<file path="src/rtl/abc_pattern_gen_pkg.sv">
// Shared types and helpers for the A/B/C stimulus sequencer.
package abc_pattern_gen_pkg;

  typedef enum logic [1:0] {
    IDLE = 2'd0,
    RUN  = 2'd1,
    DONE = 2'd2
  } state_t;

  localparam int unsigned DEFAULT_HOLD_CYCLES = 4;
  localparam logic [2:0]  LAST_PATTERN_IDX    = 3'd7;

  function automatic logic [2:0] gray3(input logic [2:0] bin);
    return bin ^ (bin >> 1);
  endfunction

  // Gray order visits every code exactly once, so res_x stays indexed by idx.
  function automatic logic [2:0] patternCode(input logic grayMode, input logic [2:0] idx);
    return grayMode ? gray3(idx) : idx;
  endfunction

endpackage

</file>
<file path="src/rtl/abc_hold_timer.sv">
// Per-pattern hold counter; o_tc marks the last cycle a pattern is driven.
module abc_hold_timer #(
  parameter int unsigned HOLD_CYCLES = 4,
  parameter int unsigned HOLD_W      = 8
) (
  input  logic clk,
  input  logic rst,
  input  logic i_clear,
  input  logic i_enable,
  output logic o_tc
);

  localparam logic [HOLD_W-1:0] LAST_COUNT = HOLD_W'(HOLD_CYCLES - 1);

  logic [HOLD_W-1:0] r_count;
  logic              w_atLast;

  assign w_atLast = (r_count == LAST_COUNT);
  assign o_tc     = i_enable && !i_clear && w_atLast;

  always_ff @(posedge clk or posedge rst) begin
    if (rst) begin
      r_count <= '0;
    end else if (i_clear) begin
      r_count <= '0;
    end else if (i_enable) begin
      if (w_atLast) begin
        r_count <= '0;
      end else begin
        r_count <= r_count + 1'b1;
      end
    end
  end

endmodule

</file>
<file path="src/rtl/abc_pattern_gen.sv">
// Steps A/B/C through all eight codes (binary or Gray), holding each for
// HOLD_CYCLES clocks, and captures the gate's D/E outputs once per pattern.
module abc_pattern_gen
  import abc_pattern_gen_pkg::*;
#(
  parameter int unsigned HOLD_CYCLES = DEFAULT_HOLD_CYCLES,
  parameter int unsigned HOLD_W      = 8
) (
  input  logic       clk,
  input  logic       rst,
  input  logic       start,
  input  logic       stop,
  input  logic       mode,
  input  logic       loop,
  input  logic       D,
  input  logic       E,
  output logic       A,
  output logic       B,
  output logic       C,
  output logic [2:0] pat_idx,
  output logic       busy,
  output logic       done,
  output logic [7:0] res_d,
  output logic [7:0] res_e,
  output logic       res_valid
);

  state_t     r_state;
  logic       r_mode;
  logic [2:0] r_idx;
  logic [2:0] r_code;
  logic       r_busy;
  logic       r_done;
  logic       r_resValid;
  logic [7:0] r_resD;
  logic [7:0] r_resE;

  logic       w_holdTc;
  logic       w_timerClear;
  logic       w_timerEnable;
  logic       w_lastPattern;
  logic [2:0] w_nextIdx;

  // Timer only runs in RUN so every pass starts from a fresh hold count.
  assign w_timerEnable = (r_state == RUN);
  assign w_timerClear  = (r_state != RUN) || stop;
  assign w_lastPattern = (r_idx == LAST_PATTERN_IDX);
  assign w_nextIdx     = r_idx + 3'd1;

  abc_hold_timer #(
    .HOLD_CYCLES (HOLD_CYCLES),
    .HOLD_W      (HOLD_W)
  ) u_holdTimer (
    .clk      (clk),
    .rst      (rst),
    .i_clear  (w_timerClear),
    .i_enable (w_timerEnable),
    .o_tc     (w_holdTc)
  );

  always_ff @(posedge clk or posedge rst) begin
    if (rst) begin
      r_state    <= IDLE;
      r_mode     <= 1'b0;
      r_idx      <= 3'd0;
      r_code     <= 3'd0;
      r_busy     <= 1'b0;
      r_done     <= 1'b0;
      r_resValid <= 1'b0;
      r_resD     <= 8'h00;
      r_resE     <= 8'h00;
    end else if (stop) begin
      // Abort from RUN keeps the partial results but marks them invalid.
      r_state <= IDLE;
      r_idx   <= 3'd0;
      r_code  <= 3'd0;
      r_busy  <= 1'b0;
      r_done  <= 1'b0;
      if (r_state == RUN) begin
        r_resValid <= 1'b0;
      end
    end else begin
      case (r_state)
        IDLE: begin
          r_code <= 3'd0;
          r_busy <= 1'b0;
          r_done <= 1'b0;
          if (start) begin
            r_state    <= RUN;
            r_mode     <= mode;
            r_idx      <= 3'd0;
            r_code     <= patternCode(mode, 3'd0);
            r_busy     <= 1'b1;
            r_resValid <= 1'b0;
            r_resD     <= 8'h00;
            r_resE     <= 8'h00;
          end
        end

        RUN: begin
          if (w_holdTc) begin
            r_resD[r_idx] <= D;
            r_resE[r_idx] <= E;
            if (w_lastPattern) begin
              r_resValid <= 1'b1;
              r_idx      <= 3'd0;
              if (loop) begin
                r_code <= patternCode(r_mode, 3'd0);
              end else begin
                r_state <= DONE;
                r_code  <= 3'd0;
                r_busy  <= 1'b0;
                r_done  <= 1'b1;
              end
            end else begin
              r_idx  <= w_nextIdx;
              r_code <= patternCode(r_mode, w_nextIdx);
            end
          end
        end

        DONE: begin
          r_state <= IDLE;
          r_done  <= 1'b0;
        end

        default: begin
          r_state <= IDLE;
          r_code  <= 3'd0;
          r_busy  <= 1'b0;
          r_done  <= 1'b0;
        end
      endcase
    end
  end

  assign A         = r_code[0];
  assign B         = r_code[1];
  assign C         = r_code[2];
  assign pat_idx   = r_idx;
  assign busy      = r_busy;
  assign done      = r_done;
  assign res_d     = r_resD;
  assign res_e     = r_resE;
  assign res_valid = r_resValid;

endmodule

</file>
<file path="config.mk">
export PLATFORM = sky130hd
export DESIGN_NAME = abc_pattern_gen
export DESIGN_NICKNAME = d
export VERILOG_FILES = /design/src/rtl/abc_pattern_gen_pkg.sv /design/src/rtl/abc_hold_timer.sv /design/src/rtl/abc_pattern_gen.sv
export SDC_FILE = /design/constraint.sdc
export NUM_CORES = 1
export LEC_CHECK = 0
export ABC_AREA = 1
export CAP_MARGIN = 20
export CORE_MARGIN = 4
export CORE_UTILIZATION = 50
export CTS_BUF_LIST = sky130_fd_sc_hd__clkbuf_4
export CTS_CLUSTER_SIZE = 30
export DETAILED_ROUTE_END_ITERATION = 7
export PLACE_DENSITY = 0.76
export RECOVER_POWER = 100
export SLEW_MARGIN = 20
export SYNTH_ARGS = -nofsm -noshare
export SYNTH_HDL_FRONTEND = slang
export SYNTH_SLANG_ARGS = --single-unit
export TNS_END_PERCENT = 10
</file>
<file path="constraint.sdc">
create_clock -name clk -period 2.31 [get_ports clk]
set_input_delay 0.462 -clock clk [delete_from_list [all_inputs] [get_ports clk]]
set_output_delay 0.462 -clock clk [all_outputs]
set_load 0.1 [all_outputs]
</file>
# After elaboration in Yosys (flattened, before gate mapping)
# Index checks and enable logic that the tools add are counted.
[word_totals] reg_bits=36 wordCells=91
[classes] n_reduce_logical=17 eq_ne=13 n_mux=45 magnitude_cmp=2 addsub=2 bitwise_logic=2
[ops] op="$mux W8" count=6
[ops] op="$pmux W8 S2" count=2
[ops] op="$mux W3" count=8
[ops] op="$bwmux W8" count=2
[ops] op="$mux W1" count=16
[ops] op="$ne A3 B3 Y1 const B" count=4
[ops] op="$pmux W3 S2" count=2
[ops] op="$reduce_and A4 Y1" count=3
[ops] op="$mux W2" count=5
[ops] op="$reduce_and A3 Y1" count=3
[ops] op="$add A8 B1 Y8 const B" count=1
[ops] op="$eq A8 B2 Y1 const B" count=1
[ops] op="$ne A2 B2 Y1 const B" count=3
[ops] op="$reduce_and A5 Y1" count=1
[ops] op="$lt A3 B4 Y1 const B" count=1
[ops] op="$ne A2 B1 Y1 const B" count=2
[ops] op="$pmux W2 S2" count=1
[ops] op="$reduce_bool A2 Y1" count=2
[ops] op="$add A3 B1 Y3 const B" count=1
[ops] op="$demux W1 S3" count=1
[ops] op="$eq A3 B3 Y1 const B" count=1
[ops] op="$ge A3 B1 Y1 const B" count=1
[ops] op="$logic_and A1 B1 Y1" count=3
[ops] op="$pmux W1 S3" count=1
[ops] op="other kinds (10)" count=10

# Depth between registers and ports, before layout
[depth] depth_word=8 ltp_mapped=9 ltp_nobuf=8

# By module
# A second synthesis with hierarchy kept.
[unflattened] hier_cells=260 hier_area_um2=1935.6
[modules_own_cells] module="abc_pattern_gen" cells_per_inst=190 area_each_um2=1436.4 n_inst=1
[modules_own_cells] module="abc_hold_timer" cells_per_inst=70 area_each_um2=499.2 n_inst=1

# Worst setup path after synthesis
# No wires, ideal clock.
[synth_timing] path_kind="flip-flop to flip-flop" startpoint="register r_idx[1] (netlist: pat_idx[1])" endpoint="register r_busy (netlist: busy)" t_required_ns=2.185 path_slack_ns=0.307 stages_incl_launch_ff=8 arrival_time_ns=1.878 n_path_buf=0 setup_ns=0.125 path_cell_list="dfrtp_1 -> ha_1 -> ha_1 -> nor2_1 -> nand2_1 -> nand2_1 -> o21ai_0 -> nand2_1"
[synth_between] elab_chain_cells=3
[synth_lines] element="start: declaration" line="abc_pattern_gen.sv:30" text="logic [2:0] r_idx;"
[synth_lines] element="start signal: assignment" line="abc_pattern_gen.sv:116" text="r_idx <= w_nextIdx;"
[synth_lines] element="$eq A3 B3 Y1" line="abc_pattern_gen.sv:47" text="assign w_lastPattern = (r_idx == LAST_PATTERN_IDX);"
[synth_lines] element="$ne A3 B3 Y1 (no source line)"
[synth_lines] element="$reduce_and A4 Y1 (no source line)"
[synth_lines] element="end signal: assignment" line="abc_pattern_gen.sv:67" text="r_busy <= 1'b0;"
[synth_lines] element="end signal: assignment" line="abc_pattern_gen.sv:77" text="r_busy <= 1'b0;"
[synth_lines] element="end signal: assignment" line="abc_pattern_gen.sv:86" text="r_busy <= 1'b0;"
[synth_lines] element="end: declaration" line="abc_pattern_gen.sv:32" text="logic r_busy;"
# No other way between the ends.
# A chain may end at the register's enable or synchronous reset.

# Final worst setup path
[layout_timing] startpoint="input stop" endpoint="register r_idx[2] (netlist: pat_idx[2])"
[layout_between] elab_chain_cells=6 elab_cells_between_ends=9 classes_between="2 x eq/ne; 1 x mux; 6 x reduce/logical"
[layout_lines] element="start: declaration" line="abc_pattern_gen.sv:12" text="input logic stop,"
[layout_lines] element="$logic_or A1 B1 Y1" line="abc_pattern_gen.sv:46" text="assign w_timerClear = (r_state != RUN) || stop;"
[layout_lines] element="$logic_not A1 Y1" line="abc_hold_timer.sv:19" text="assign o_tc = i_enable && !i_clear && w_atLast;"
[layout_lines] element="$logic_and A1 B1 Y1 (2 in series)" line="abc_hold_timer.sv:19"
[layout_lines] element="$ne A3 B3 Y1 (no source line)"
[layout_lines] element="$reduce_and A3 Y1 (no source line)"
# Several ways; a longest one is shown, not always the timed one.

==> qor.txt <==
sequential fraction of the synthesis area: 49.1%
final core occ: 60.4%
DR DRC count: 0
setup TNS: 0 ps
critical path data arrival time: 2190 ps
sequential share of power: 39.4%
CTS Hold Bufs: 0
CTS buffer count: 5
fin crit period: 1990 ps
I/O pins: 33
drt first pass iters: 4
CP startpoint kind: primary input
Slew Limit Fails: 0
final worst path period share: 85.9%
slack of the critical path: 325 ps
Yosys reg bits: 36
Synth Cell Area: 1840 um^2
antenna cells: 0
fin nets: 276
P_int: 0.986 mW
worst hold path depth: 1
endpoints failing setup: 0
CP max FO: 7
final wirelength: 3640 um
DR WL/cell: 11.7 um
pwr/cell area: 954 nW/um^2
VDD IR max: 0.588 mV
cell area after layout: 2080 um^2
core area: 3440 um^2
largest net degree at the start of global routing: 37
Clock Skews: 14.5 ps
P&R area growth vs syn: 13.3%
Place WS: 186 ps
gr ovfl total: 0
Die H: 68.6 um
Critical R2R Launch: u_holdTimer.r_count[0]
Buf/Inv on CP: 4
synth warn: 0
worst-case reg-to-reg path depth: 8
Gate Count Post-Synth: 227
vias in the first global route: 1444
post-CTS sizing: 0
Netlist cell types: 25
Max Freq: 0.504 GHz
clock latency on the worst-skew pair: 340 ps
status: finished clean
post-CTS setup buffers: 0
root buf cell: clkbuf_4
hold path startpoint: u_holdTimer.r_count[0]
Non-Filler Instances: 311
I/O Buffers: 32
Worst path max stage delay: 610 ps
Initial Util: 53.3%
# rows: 21
reg2reg setup slack: 540 ps
via count: 1526
Final Hold Viols: 0
Endpoint, Worst Hold: u_holdTimer.r_count[0]
total clock sinks: 36
Placed Instance Area: 2130 um^2
initial antenna violation count: 0
Worst Path Required: 2520 ps
Clock power frac: 15.9%
Clock Path Buffers: 2
number of vias per cell: 4.91
Sw Ratio: 50.3%
Initial DRC Count: 119
Max-slew headroom: 41.9%
max_cap viols: 0
worst min-delay path class: flop to flop
RSZ-0062 raised after global routing: false
Psw: 0.998 mW
routability cong.: 0.871
Total GRT Usage: 17.6%
remaining antenna violation count: 0
Worst-Margin Slew: 871 ps
CTS tree: built
critical-path cell list: dlygate4sd3_1, inv_1, nand2_1, inv_1, nand2_2, clkbuf_1, nand2_4, nand2_1, o21ai_0
R2R Path End: res_d[2]
Final HPWL DP: 2680 um
worst setup path class: primary input to flop
Setup crit end kind: flop
die area: 4700 um^2
Max H-tree Level: 2
Critical-path top delay cell: dlygate4sd3_1
Synth Net Count: 238
Pleak: 1.20 nW
fraction of layout cells with a size suffix above 1: 17.0%
combinational fraction of design power: 44.7%
Inst Count DP: 304
die width: 68.6 um
Clock Pin Slew Worst Setup and Hold Paths: 100 ps
first-pass GRT wire length: 6150 um
Syn Area/Cell: 8.09 um^2
cell family with most CP delay: buffers and inverters
-- cell type report --
cell class | count | area (um^2)
Fill cell | 340 | 1360
Sequential cell | 36 | 901
Multi-Input combinational cell | 157 | 747
Timing Repair Buffer | 35 | 211
Inverter | 30 | 113
Tap cell | 46 | 57.6
Clock buffer | 6 | 45.0
Clock inverter | 1 | 5.00
-- worst register-to-register path, cell delays in order (launching register included) --
cell     delay (ps)
dfrtp_1         380
ha_1            220
nand2_1          80
nor2_2          120
nand2_2          90
o21ai_4         450
nand2_1         180
nand2_1          90
nand2_1          60
-- power by group through the flow --
stage | clock network (mW) | registers, mW | logic (mW)
floorplan | 0 | 1.28 | 0.274
global placement | 0 | 0.796 | 0.946
detailed placement | 0 | 0.795 | 0.951
CTS | 0.330 | 0.784 | 0.954
global route | 0.359 | 0.795 | 0.946
finish | 0.315 | 0.782 | 0.886
-- synthesized netlist by cell type --
library cell | count | area, um^2
nand2_1 | 77 | 289
dfrtp_1 | 36 | 901
nand3_1 | 28 | 140
inv_1 | 26 | 97.6
nor2_1 | 9 | 33.8
nand2_2 | 7 | 43.8
o21ai_0 | 5 | 25.0
buf_6 | 4 | 45.0
inv_2 | 4 | 15.0
nand4_1 | 4 | 25.0
ha_1 | 3 | 37.5
nor2_2 | 3 | 18.8
nor3_1 | 3 | 15.0
o21ai_1 | 3 | 15.0
a21oi_1 | 2 | 10.0
nand2_4 | 2 | 22.5
nor3_2 | 2 | 20.0
xnor2_1 | 2 | 17.5
a31oi_1 | 1 | 6.26
nor2_4 | 1 | 11.3
nor3b_1 | 1 | 7.51
nor4_1 | 1 | 6.26
o211ai_1 | 1 | 7.51
o21ai_4 | 1 | 16.3
xor2_1 | 1 | 8.76
-- cells by family after synthesis --
logic type / synth area share (%)
AO/OA/AOI/OAI: 4.36
XOR/XNOR: 1.43
adder cells (fa/ha/maj): 2.05
flip-flops: 49.1
AND/OR/NAND/NOR: 34.5
buffers and inverters: 8.59
-- worst max path at each step --
stage | startpoint | endpoint | slack, ps | cells after the start
2_1_floorplan | pat_idx[1] | busy | 310 | 7
3_3_place_gp | stop | res_d[2] | 280 | 7
3_5_place_dp | stop | res_e[2] | 190 | 7
4_1_cts | u_holdTimer.r_count[0] | res_d[2] | 500 | 8
5_1_grt | stop | res_d[7] | 180 | 7
6_report | stop | pat_idx[2] | 320 | 9
-- stage by stage --
stage	power (mW)	hold slack (ps)
after floorplan	1.56	430
after global placement	1.74	451
after detailed placement	1.75	450
after CTS	2.07	467
after global routing	2.10	495
final	1.98	466
-- flip-flops by register name, indices dropped and copies added, names as in the netlist --
signal               flops
res_d                    8
res_e                    8
u_holdTimer.r_count      8
pat_idx                  3
r_code                   3
r_state                  2
busy                     1
done                     1
r_mode                   1
res_valid                1
-- cells in the final DEF, fill, tap and decap left out, drive strengths merged --
cell type      Yosys  layout
nand3             28      28
nor3b              1       1
ha                 3       3
dfrtp             36      36
clkdlybuf4s50      0       5
xor2               1       1
clkinv             0       1
o21ai              9       9
clkbuf             0      33
buf                4       1
nor3               5       5
nand2             86      86
nor4               1       1
o211ai             1       1
a21oi              2       2
a31oi              1       1
dlygate4sd3        0       2
nand4              4       4
xnor2              2       2
nor2              13      13
inv               30      30
-- metal layers --
metal	wire, um	part of all wire, %	GRT usage, %	vias up
met4	78	2.1	9.18	0
met1	1660	45	22.1	680
li1	-	-	-	795
met5	0	0	0	-
met3	194	5.3	3.73	6
met2	1710	47	28.5	45
Note: power is estimated with default switching activity, not from simulation.
